<file path="config.mk">
export PLATFORM = sky130hd
export DESIGN_NAME = fifo_word_packer
export DESIGN_NICKNAME = d
export VERILOG_FILES = /design/src/rtl/fifo_pkg.sv /design/src/rtl/pack_idle_timer.sv /design/src/rtl/fifo_word_packer.sv
export SDC_FILE = /design/constraint.sdc
export NUM_CORES = 1
export LEC_CHECK = 0
export ABC_AREA = 1
export BUFFER_PORTS_ARGS = -buffer_cell sky130_fd_sc_hd__buf_2
export CAP_MARGIN = 20
export CORE_MARGIN = 3
export CORE_UTILIZATION = 29
export DETAILED_ROUTE_END_ITERATION = 10
export GPL_TIMING_DRIVEN = 0
export HOLD_SLACK_MARGIN = 0.12
export SLEW_MARGIN = 30
export SYNTH_ARGS = -nofsm -noshare
export SYNTH_HDL_FRONTEND = slang
export SYNTH_HIERARCHICAL = 1
export SYNTH_SLANG_ARGS = --single-unit
</file>
<file path="constraint.sdc">
create_clock -name rclk -period 4.4 [get_ports rclk]
set_input_delay 0.88 -clock rclk [delete_from_list [all_inputs] [get_ports rclk]]
set_output_delay 0.88 -clock rclk [all_outputs]
set_load 0.005 [all_outputs]
</file>
<file path="src/rtl/fifo_pkg.sv">
// rtl/fifo_pkg.sv - shared defaults, lane index type and packer state enum
package fifo_pkg;

    localparam int DSIZE_DEF   = 8;
    localparam int LANES_DEF   = 4;
    localparam int TIMEOUT_DEF = 16;

    typedef logic [$clog2(LANES_DEF)-1:0] lane_idx_t;

    typedef enum logic {
        FILL       = 1'b0,
        FLUSH_PEND = 1'b1
    } pack_state_e;

endpackage

</file>
<file path="src/rtl/pack_idle_timer.sv">
// rtl/pack_idle_timer.sv - idle counter that requests a flush of a stalled partial word
module pack_idle_timer
    import fifo_pkg::*;
#(
    parameter int TIMEOUT = TIMEOUT_DEF,
    parameter int IW      = $clog2(TIMEOUT) + 1
) (
    input  logic clk,
    input  logic rst_n,
    input  logic partial,
    input  logic pop,
    input  logic emit,
    output logic flush_pend
);

    localparam logic [IW-1:0] IDLE_LAST = IW'(TIMEOUT - 1);

    pack_state_e   state_q, state_d;
    logic [IW-1:0] idle_q, idle_d;

    always_ff @(posedge clk or negedge rst_n) begin
        if (!rst_n) begin
            state_q <= FILL;
            idle_q  <= '0;
        end else begin
            state_q <= state_d;
            idle_q  <= idle_d;
        end
    end

    always_comb begin
        state_d = state_q;
        idle_d  = idle_q;
        case (state_q)
            FILL: begin
                // A pop landing on the firing cycle wins: the timer restarts instead.
                if (pop || emit || !partial) begin
                    idle_d = '0;
                end else if (idle_q == IDLE_LAST) begin
                    state_d = FLUSH_PEND;
                    idle_d  = '0;
                end else if (idle_q != '1) begin
                    idle_d = idle_q + IW'(1);
                end
            end
            FLUSH_PEND: begin
                idle_d = '0;
                if (emit) begin
                    state_d = FILL;
                end
            end
            default: begin
                state_d = FILL;
                idle_d  = '0;
            end
        endcase
    end

    assign flush_pend = (state_q == FLUSH_PEND);

endmodule

</file>
<file path="src/rtl/fifo_word_packer.sv">
// rtl/fifo_word_packer.sv - packs LANES FIFO entries into one wide word with idle-timeout flush
module fifo_word_packer
    import fifo_pkg::*;
#(
    parameter int DSIZE   = DSIZE_DEF,
    parameter int LANES   = LANES_DEF,
    parameter int TIMEOUT = TIMEOUT_DEF
) (
    input  logic                   rclk,
    input  logic                   rrst_n,
    input  logic [DSIZE-1:0]       rdata,
    input  logic                   rempty,
    output logic                   rinc,
    output logic [DSIZE*LANES-1:0] out_data,
    output logic [LANES-1:0]       out_keep,
    output logic                   out_valid,
    input  logic                   out_ready,
    output logic [15:0]            words_sent
);

    localparam int              LW       = $clog2(LANES);
    localparam int              CW       = LW + 1;
    localparam logic [CW-1:0]   CNT_FULL = CW'(LANES);
    localparam logic [CW-1:0]   CNT_LAST = CW'(LANES - 1);

    logic [LANES-1:0][DSIZE-1:0] acc_q, acc_d;
    logic [LANES-1:0][DSIZE-1:0] out_data_q, out_data_d;
    logic [CW-1:0]               cnt_q, cnt_d;
    logic [LANES-1:0]            out_keep_q, out_keep_d;
    logic                        out_valid_q, out_valid_d;
    logic [15:0]                 words_sent_q, words_sent_d;

    logic acc_full, out_busy, out_free, pop, accept;
    logic emit_full, emit_flush, flush_pend;

    assign acc_full = (cnt_q == CNT_FULL);
    assign out_busy = out_valid_q && !out_ready;
    assign out_free = !out_busy;
    assign accept   = out_valid_q && out_ready;

    assign rinc = rrst_n && !rempty && !flush_pend && !(acc_full && out_busy);
    assign pop  = rinc;

    // The last-lane pop bypasses the accumulator so a full word loads on the same edge.
    assign emit_full  = out_free && (acc_full || (pop && cnt_q == CNT_LAST));
    assign emit_flush = out_free && flush_pend && (cnt_q != '0);

    pack_idle_timer #(
        .TIMEOUT (TIMEOUT)
    ) u_idle_timer (
        .clk        (rclk),
        .rst_n      (rrst_n),
        .partial    ((cnt_q != '0) && !acc_full),
        .pop        (pop),
        .emit       (emit_full || emit_flush),
        .flush_pend (flush_pend)
    );

    always_ff @(posedge rclk or negedge rrst_n) begin
        if (!rrst_n) begin
            acc_q        <= '0;
            cnt_q        <= '0;
            out_data_q   <= '0;
            out_keep_q   <= '0;
            out_valid_q  <= 1'b0;
            words_sent_q <= '0;
        end else begin
            acc_q        <= acc_d;
            cnt_q        <= cnt_d;
            out_data_q   <= out_data_d;
            out_keep_q   <= out_keep_d;
            out_valid_q  <= out_valid_d;
            words_sent_q <= words_sent_d;
        end
    end

    always_comb begin
        acc_d        = acc_q;
        cnt_d        = cnt_q;
        out_data_d   = out_data_q;
        out_keep_d   = out_keep_q;
        out_valid_d  = out_valid_q;
        words_sent_d = words_sent_q;

        if (accept) begin
            out_valid_d  = 1'b0;
            words_sent_d = words_sent_q + 16'd1;
        end

        // With a full accumulator the low index bits wrap to lane 0 of the next word.
        if (pop) begin
            acc_d[cnt_q[LW-1:0]] = rdata;
        end

        if (emit_full) begin
            out_data_d  = acc_full ? acc_q : acc_d;
            out_keep_d  = '1;
            out_valid_d = 1'b1;
            cnt_d       = (acc_full && pop) ? CW'(1) : '0;
        end else if (emit_flush) begin
            for (int i = 0; i < LANES; i++) begin
                out_data_d[i] = (CW'(i) < cnt_q) ? acc_q[i] : '0;
                out_keep_d[i] = (CW'(i) < cnt_q);
            end
            out_valid_d = 1'b1;
            cnt_d       = '0;
        end else if (pop) begin
            cnt_d = cnt_q + CW'(1);
        end
    end

    assign out_data   = out_data_q;
    assign out_keep   = out_keep_q;
    assign out_valid  = out_valid_q;
    assign words_sent = words_sent_q;

endmodule
</file>
* Word level (Yosys, flattened, before mapping) *
Cells that the tools add are included.

storage, ports and cells
  flip-flop bits (word level) = 94
  input port bits = 12
  output and inout bits = 54

cells by class
  add/subtract/negate cells = 3
  $lt $le $gt $ge = 6
  equal/unequal tests = 5
  muxes and demuxes = 28
  bitwise gates (word level) = 1
  reduce and logical (&&, ||, !) cells = 28

operators by type and width
  operator               count
  $mux 32                4
  $mux 8                 5
  $bwmux 32              1
  $add 16x1->16 const B  1
  $demux 8 s2            1
  $mux 5                 3
  $logic_and 1x1->1      13
  $pmux 5 s2             1
  $mux 3                 3
  $reduce_bool 3->1      3
  $mux 4                 2
  $logic_not 1->1        7
  $mux 1                 7
  $lt 1x3->1 const A     2
  $lt 2x3->1 const A     2
  $add 5x1->5 const B    1
  $eq 5x4->1 const B     1
  $ne 5x5->1 const B     1
  $logic_or 1x1->1       4
  $ne 4x1->1 const B     1
  $add 3x1->3 const B    1
  $eq 3x2->1 const B     1
  $eq 3x3->1 const B     1
  $lt 2x3->1 const B     1
  4 further kinds        4

* Depth between registers and ports, before layout *
Gate-level depths: netlist of the first run.

  depth after elaboration = 13
  gate-level depth with buffers = 16

* Hierarchy *
Netlist of the first run, hierarchy kept.

by module, submodules not included
  module            times used  cells each  area an instance (sq um)  seq. area each (sq um)
  fifo_word_packer  1           881         5641.7                    2202.1
  pack_idle_timer   1           43          335.3                     150.1

* Least setup slack after synthesis of the first run *
No wires, ideal clock.

  path type = in2out
  from = input port rempty
  to = output port rinc
  arrival = 1354 ps
  data required time = 3520 ps
  slack = 2166 ps
  stages on the path = 5
  cell sequence = inv_1 nand2_1 nor2_4 nand2_4 inv_1

on the way
  longest elaborated chain between the ends = 4

RTL lines
  item                             line                    text
  start, declared                  fifo_word_packer.sv:12  input logic rempty,
  $logic_not 1->1                  fifo_word_packer.sv:41  assign rinc = rrst_n && !rempty && !flush_pend && !(acc_full && out_busy);
  $logic_and 1x1->1 (3 in series)  fifo_word_packer.sv:41
  end, declared                    fifo_word_packer.sv:13  output logic rinc,

No other way between the ends.

* Final worst setup path of the first run *
  from = input port rrst_n
  to = output port rinc

on the way
  longest elaborated chain between the ends = 3

RTL lines
  item                             line                    text
  start, declared                  fifo_word_packer.sv:10  input logic rrst_n,
  $logic_and 1x1->1 (3 in series)  fifo_word_packer.sv:41

No other way between the ends.

==> impl_results.md, run 1 <==
* Status: complete, no violations
* GR Overflow Total at 0
* Clk_skew at 9.42 ps
* WL per Instance at 12.5 µm
* Post-layout util at 0.351
* WP data required at 3520 ps
* Critical Path End Type: output pin
* WL final at 15900 µm
* Starting density of the core at 0.301
* Yosys warnings at 6
* Max Root-Sink Buffers at 2
* Post-Synth Adder-Cell Area at 0.0126
* CP Class: in -> out
* Reg2reg path depth at 15
* FMAX at 308 MHz
* Detailed placer's ending HPWL at 11500 µm
* Antenna cell count at 0
* First-pass GRT wire length at 26300 µm
* Pre-antenna DRT Iters at 5
* Final Hold Violating Endpoints at 0
* Worst-path clk slew at 60 ps
* Initial antenna violation count at 0
* Period utilization at 0.738
* Count leader, synth: nand2_1
* Mux share of post-synthesis cell area at 0
* # port buffers at 65
* Xor and xnor area share after synthesis at 0.0190
* Synth area leaders: dfrtp_1 39%, nand2_1 18%, nor2_1 11%
* # rows at 51
* Final instance area at 6960 µm²
* Post-synthesis cell type count at 28
* Slew HR at 0.605
* Fraction of registers with async set/reset at 1.00
* Clock Sink Count at 94
* Global placer's final weighted congestion at 0.816
* Post-cts sizing count at 0
* First-iteration detailed-routing DRC count at 407
* Num CTS Buffers at 9
* Startpoint types: input port
* Die Y at 150 µm
* Seq/Total Area, Yosys at 0.394
* # IOs at 66
* Vias in the first global route at 5077
* H-tree levels at 3
* Detail Route Antenna Nets at 0
* Synth Flop Type: dfrtp_1
* Flop2flop setup slack at 2010 ps
* Die area at 22400 µm²
* Final std cells w/o fill at 1271
* Post-DP Area at 6670 µm²
* Worst slew pin tran at 592 ps
* Number of flops mapped to enable cells by yosys at 0
* Largest family of logic cells by synthesized area: simple AND/OR/NAND/NOR gates
* Mean instance size in the synthesized netlist at 6.47 µm²
* Pin count of the biggest net entering global routing at 53
* Fin crit period at 3250 ps
* Pwr per Cell Area at 614 nW/µm²
* Reg2reg start: cnt_q[0]
* Cells after Synth at 924
* Max Slew Vio Count at 0
* Peak supply drop at 0.221 mV
* Die span in x at 150 µm
* # nets final at 1019
* Proportion of netlist area held by the largest area contributor at 0.394
* FF+latch count, synth at 94
* Worst Path Arrival at 2370 ps
* Synthesized cell area at 5980 µm²
* Later-pin clock latency in the skew report at 350 ps
* Commonest cells in the netlist: 283 x nand2_1, 176 x nor2_1, 158 x inv_1
* Hold-fix buffers, CTS at 0
* Root buffer cell: clkbuf_16
* RSZ-0062 raised after global routing: false
* RR Endpoint: u_idle_timer/idle_q[1]
* Post-synthesis compound-gate area fraction at 0.0107
* Syn Nets at 942
* Post-Route Setup TNS at 0 ps
* Final Setup Violations at 0
* Max cap viols at 0
* Hold Crit Class: in -> async
* DR DRC count at 0
* Via density at 4.31
* Post-synth top area cell: dfrtp_1
* Core area at 19800 µm²
* Post-CTS setup repair buffer count at 0
* GRT Total Usage at 0.148
* Synth Area in Simple Gates at 0.414
* Area growth syn-to-layout at 16.4%
* Layout cells sized above 1 at 0.145
* P_leak at 4.06 nW
* TritonCTS clock tree: yes
* Worst hold margin at 442 ps
* # placed instances at 1255
* Crit path max fanout at 52
* Via count at 5482
-- per-stage QoR --
stage               total power [W]  setup WS (ps)
finish                      0.00427           1150
global route                0.00474            958
CTS                         0.00434           1080
detailed placement          0.00352           1080
global placement            0.00348           -200
floorplan                   0.00290           2170
-- how the worst max path moves through the flow --
stage                start    to  slack (ps)  cells after the start
CTS                 rrst_n  rinc        1080                      7
global placement    rrst_n  rinc        -200                      6
floorplan           rempty  rinc        2170                      5
detailed placement  rrst_n  rinc        1080                      7
finish              rrst_n  rinc        1150                      7
global route        rrst_n  rinc         960                      7
-- per-layer routing --
metal,global-route usage,part of all wire,up-vias
li1,-,-,2887
met3,0.0315,0.050,21
met1,0.202,0.48,2452
met5,0,0,-
met2,0.236,0.46,122
met4,0.0449,0.016,0
-- state kept, by name, indices dropped and copies added (netlist names) --
signal and flops:
words_sent 16, cnt_q 3, out_keep 4, out_valid 1, out_data 32, u_idle_timer/idle_q 5
acc_q 32, u_idle_timer/flush_pend 1
-- report_power, final --
| part | internal [W] | switching, W | total [W] |
|---|---|---|---|
| clock | 0.000440 | 0.000345 | 0.000785 |
| sequential | 0.00121 | 0.000227 | 0.00144 |
| combinational | 0.000742 | 0.00131 | 0.00205 |
-- cell families after synthesis --
logic type,after synthesis
AND/OR/NAND/NOR,593
AO/OA/AOI/OAI,12
buffers and inverters,206
flip-flops,94
adder cells (fa/ha/maj),6
XOR/XNOR,13
-- placed cells by master, fill, tap and decap left out, types with 2 or more instances in the layout --
cell,synthesis,routed
a21oi_1,2,2
buf_2,21,85
buf_4,5,5
buf_6,10,11
clkbuf_1,3,4
clkbuf_16,0,9
clkbuf_2,2,2
clkinv_2,0,3
dfrtp_1,94,94
ha_1,6,6
inv_1,158,158
inv_2,7,7
nand2_1,283,283
nand2_2,7,7
nand2_4,3,3
nand3_1,108,108
nand4_1,5,5
nor2_1,176,176
nor2_2,4,4
nor2_4,3,3
o21ai_0,7,7
xnor2_1,7,7
xor2_1,6,6
-- cell type report --
cell class / count / area [µm²]
fillers: 2204 / 12900
multi-input cells: 624 / 2730
flip-flops and latches: 94 / 2350
inverters: 165 / 619
repair buffers: 66 / 359
well taps: 265 / 332
plain buffers: 41 / 277
clock buffers: 10 / 229
clock inverters: 6 / 61.3
-- worst max-delay path, cell delays in order --
cell and delay [ps]:
buf_6 340, buf_16 320, nand2_1 140, nor2_4 230
nand2_4 140, inv_1 150, buf_2 140
Power figures use the tool's default switching activity.
==> run 2: changes to the inputs <==
Settings changed: ABC_AREA 1 to 0.
Clock period 4.4 ns to 3.3 ns, I/O delays scaled along.
==> impl_results.md, run 2 <==
* Crit path launch: rrst_n
* Flop2flop setup slack at 600 ps (-1410 ps)
* Mean instance size in the synthesized netlist at 12.1 µm² (+86%)
* Post-synth top area cell: dfrtp_1
* Die Y at 130 µm (-13%)
* Xor and xnor area share after synthesis at 0.0294 (+0.0103)
* CP Class: in -> out
* Period utilization at 0.927
* Synth area leaders: dfrtp_1 53%, mux2_2 8.3%, o221a_2 8.1%
* Final instance area at 5350 µm² (-23%)
* Crit path max fanout at 63 (+21%)
* Initial antenna violation count at 0 (unchanged)
* Fin crit period at 3060 ps
* Post-CTS setup repair buffer count at 0 (unchanged)
* # rows at 44 (-14%)
* Synth Area in Simple Gates at 0.106 (-0.308)
* First-pass GRT wire length at 18600 µm (-29%)
* Via density at 5.34 (+24%)
* Seq/Total Area, Yosys at 0.526 (+0.132)
* Final WS setup at 241 ps (-913 ps)
* Root buffer cell: clkbuf_16
* Starting density of the core at 0.302 (+0.000866)
* M2 GR Usage at 0.221 (-0.0149)
* Pwr per Cell Area at 871 nW/µm² (+42%)
* Worst Path Arrival at 2400 ps (+30 ps)
* Global route hottest layer: met2
* Clock Sink Count at 94 (unchanged)
* Slew HR at 0.457 (-0.148)
* Via count at 3404 (-38%)
* DP Worst Slack at 32.4 ps (-1040 ps)
* Hold Crit Class: in -> async
* GR Overflow Total at 0 (unchanged)
* Status: complete, no violations
* Worst hold margin at 204 ps (-238 ps)
* Critical Path End Type: output pin
* Detail Route Antenna Nets at 0 (unchanged)
* WP data required at 2640 ps (-880 ps)
* Worst slew pin tran at 808 ps (+215 ps)
* Post-synthesis compound-gate area fraction at 0.202 (+0.192)
* Post-synthesis cell type count at 49 (+75%)
* Commonest non-fill, non-tap cell in the layout: dfrtp_1
* Clk_skew at 12.1 ps (+2.64 ps)
* Detailed placer's ending HPWL at 8050 µm (-30%)
* TritonCTS clock tree: yes
* Commonest cells in the netlist: 94 x dfrtp_1, 50 x nand2_1, 33 x mux2_2
* Mux share of post-synthesis cell area at 0.0923 (+0.0923)
* P_leak at 2.38 nW (-41%)
* Number of flops mapped to enable cells by yosys at 0 (unchanged)
* First-iteration detailed-routing DRC count at 334 (-18%)
* Final Setup Violations at 0 (unchanged)
* Largest family of logic cells by synthesized area: compound AO/OA/AOI/OAI gates
* Pin count of the biggest net entering global routing at 64 (+21%)
* Pre-antenna DRT Iters at 5 (unchanged)
* Reg2reg path depth at 9 (-6)
* Later-pin clock latency in the skew report at 340 ps (about the same)
* Max Slew Vio Count at 0 (unchanged)
* Final Hold Violating Endpoints at 0 (unchanged)
* Met3 global-route usage at 0.0344 (+0.00289)
* Count leader, synth: dfrtp_1
* WL final at 11600 µm (-27%)
* Post-DP Area at 5060 µm² (-24%)
* Syn Nets at 389 (-59%)
* Cells after Synth at 371 (-60%)
* Synth Flop Type: dfrtp_1
* Die span in x at 130 µm (-13%)
* Synthesized cell area at 4470 µm² (-25%)
* Max cap viols at 0 (unchanged)
* Fraction of registers with async set/reset at 1.00 (unchanged)
* GRT Total Usage at 0.141 (-0.00685)
* Routing usage on met1 at 0.196 (-0.00604)
* Commonest non-fill, non-tap cells in the layout: 94 x dfrtp_1, 69 x buf_2, 50 x nand2_1
* Max Root-Sink Buffers at 2 (unchanged)
* Post-Synth Adder-Cell Area at 0.0168 (+0.00422)
* FF+latch count, synth at 94 (unchanged)
* Vias in the first global route at 3400 (-33%)
* Layout cells sized above 1 at 0.369 (+0.224)
* Core area at 14800 µm² (-25%)
* Antenna cell count at 0 (unchanged)
* # IOs at 66 (unchanged)
* CP Capture Point: rinc
* DR DRC count at 0 (unchanged)
* Peak supply drop at 0.367 mV (+66%)
* RR Endpoint: u_idle_timer/flush_pend
* # nets final at 466 (-54%)
* Hold-fix buffers, CTS at 0 (unchanged)
* Global placer's final weighted congestion at 0.820 (+0.50%)
* Yosys warnings at 6 (unchanged)
* Num CTS Buffers at 9 (unchanged)
* Area growth syn-to-layout at 19.6%
* Final Power at 0.00466 W (+9.1%)
* Startpoint types: input port
* Die area at 17000 µm² (-24%)
* H-tree levels at 3 (unchanged)
* Reg2reg start: cnt_q[0]
* Post-Route Setup TNS at 0 ps (unchanged)
* Worst-path clk slew at 60 ps (about the same)
* WL per Instance at 18.3 µm (+46%)
* # port buffers at 65 (unchanged)
* Proportion of netlist area held by the largest area contributor at 0.526 (+0.132)
* Number of fill cells in the layout at 1434 (-35%)
* FMAX at 327 MHz
* RSZ-0062 raised after global routing: false
* Post-cts sizing count at 0 (unchanged)
-- run 2: changes by cell type in the layout (fill, tap and decap cells not counted), moves of 10 or more --
cell / previous run / this run
nand2_1: 283 / 50
nor2_1: 176 / 10
inv_1: 158 / 8
nand3_1: 108 / 7
mux2_2: 0 / 33
a2bb2oi_1: 0 / 32
o221a_2: 0 / 32
buf_2: 85 / 69
buf_6: 11 / 1
-- run 2: critical path: stages --
cell and delay (ps):
buf_6 280, buf_16 310, or3b_1 380, buf_4 180, a31oi_4 290, buf_2 200
-- run 2: power breakdown --
part / internal [W] / switching [W] / total, W
clock network: 0.000559 / 0.000436 / 0.000995
registers: 0.00163 / 0.000356 / 0.00198
logic: 0.000881 / 0.000803 / 0.00168
-- run 2: how the worst min path moves through the flow --
stage | startpoint | end | cells past startpoint
2_1_floorplan | rrst_n | acc_q[0] | 0
3_3_place_gp | words_sent[15] | words_sent[15] | 1
3_5_place_dp | words_sent[15] | words_sent[15] | 1
4_1_cts | rrst_n | words_sent[10] | 1
5_1_grt | rrst_n | words_sent[13] | 1
6_report | rrst_n | words_sent[13] | 1
-- run 2: kinds of logic (layout without fill, tap and decap cells) --
logic type,count (synthesis),in the layout
simple gates,97,97
compound gates,95,95
flops,94,94
mux,37,37
buf+inv,27,109
xor+xnor,15,15
fa+ha+maj,6,6
-- run 2: per-layer routing --
| layer | share of wire | routed length (µm) |
|---|---|---|
| met4 | 0.011 | 129 |
| met3 | 0.061 | 708 |
| met1 | 0.46 | 5300 |
| met2 | 0.47 | 5490 |
| met5 | 0 | 0 |
-- run 2: final cells by class --
cell class                 count  area, µm²  share of cell area
clock inverter                 3       26.3             0.00491
tap                          184        230              0.0430
buffer                        19       92.6              0.0173
clock buffer                  13        260              0.0487
timing repair buffer          66        359              0.0671
sequential                    94       2350               0.440
multi-input combinational    250       2000               0.374
inverter                       8       30.0             0.00561
-- run 2: stage by stage --
step / cells / util
after floorplan: 371 / -
after global placement: 620 / 0.340
after detailed placement: 621 / 0.342
after CTS: 637 / 0.361
after global routing: 637 / 0.361
final: 637 / 0.361
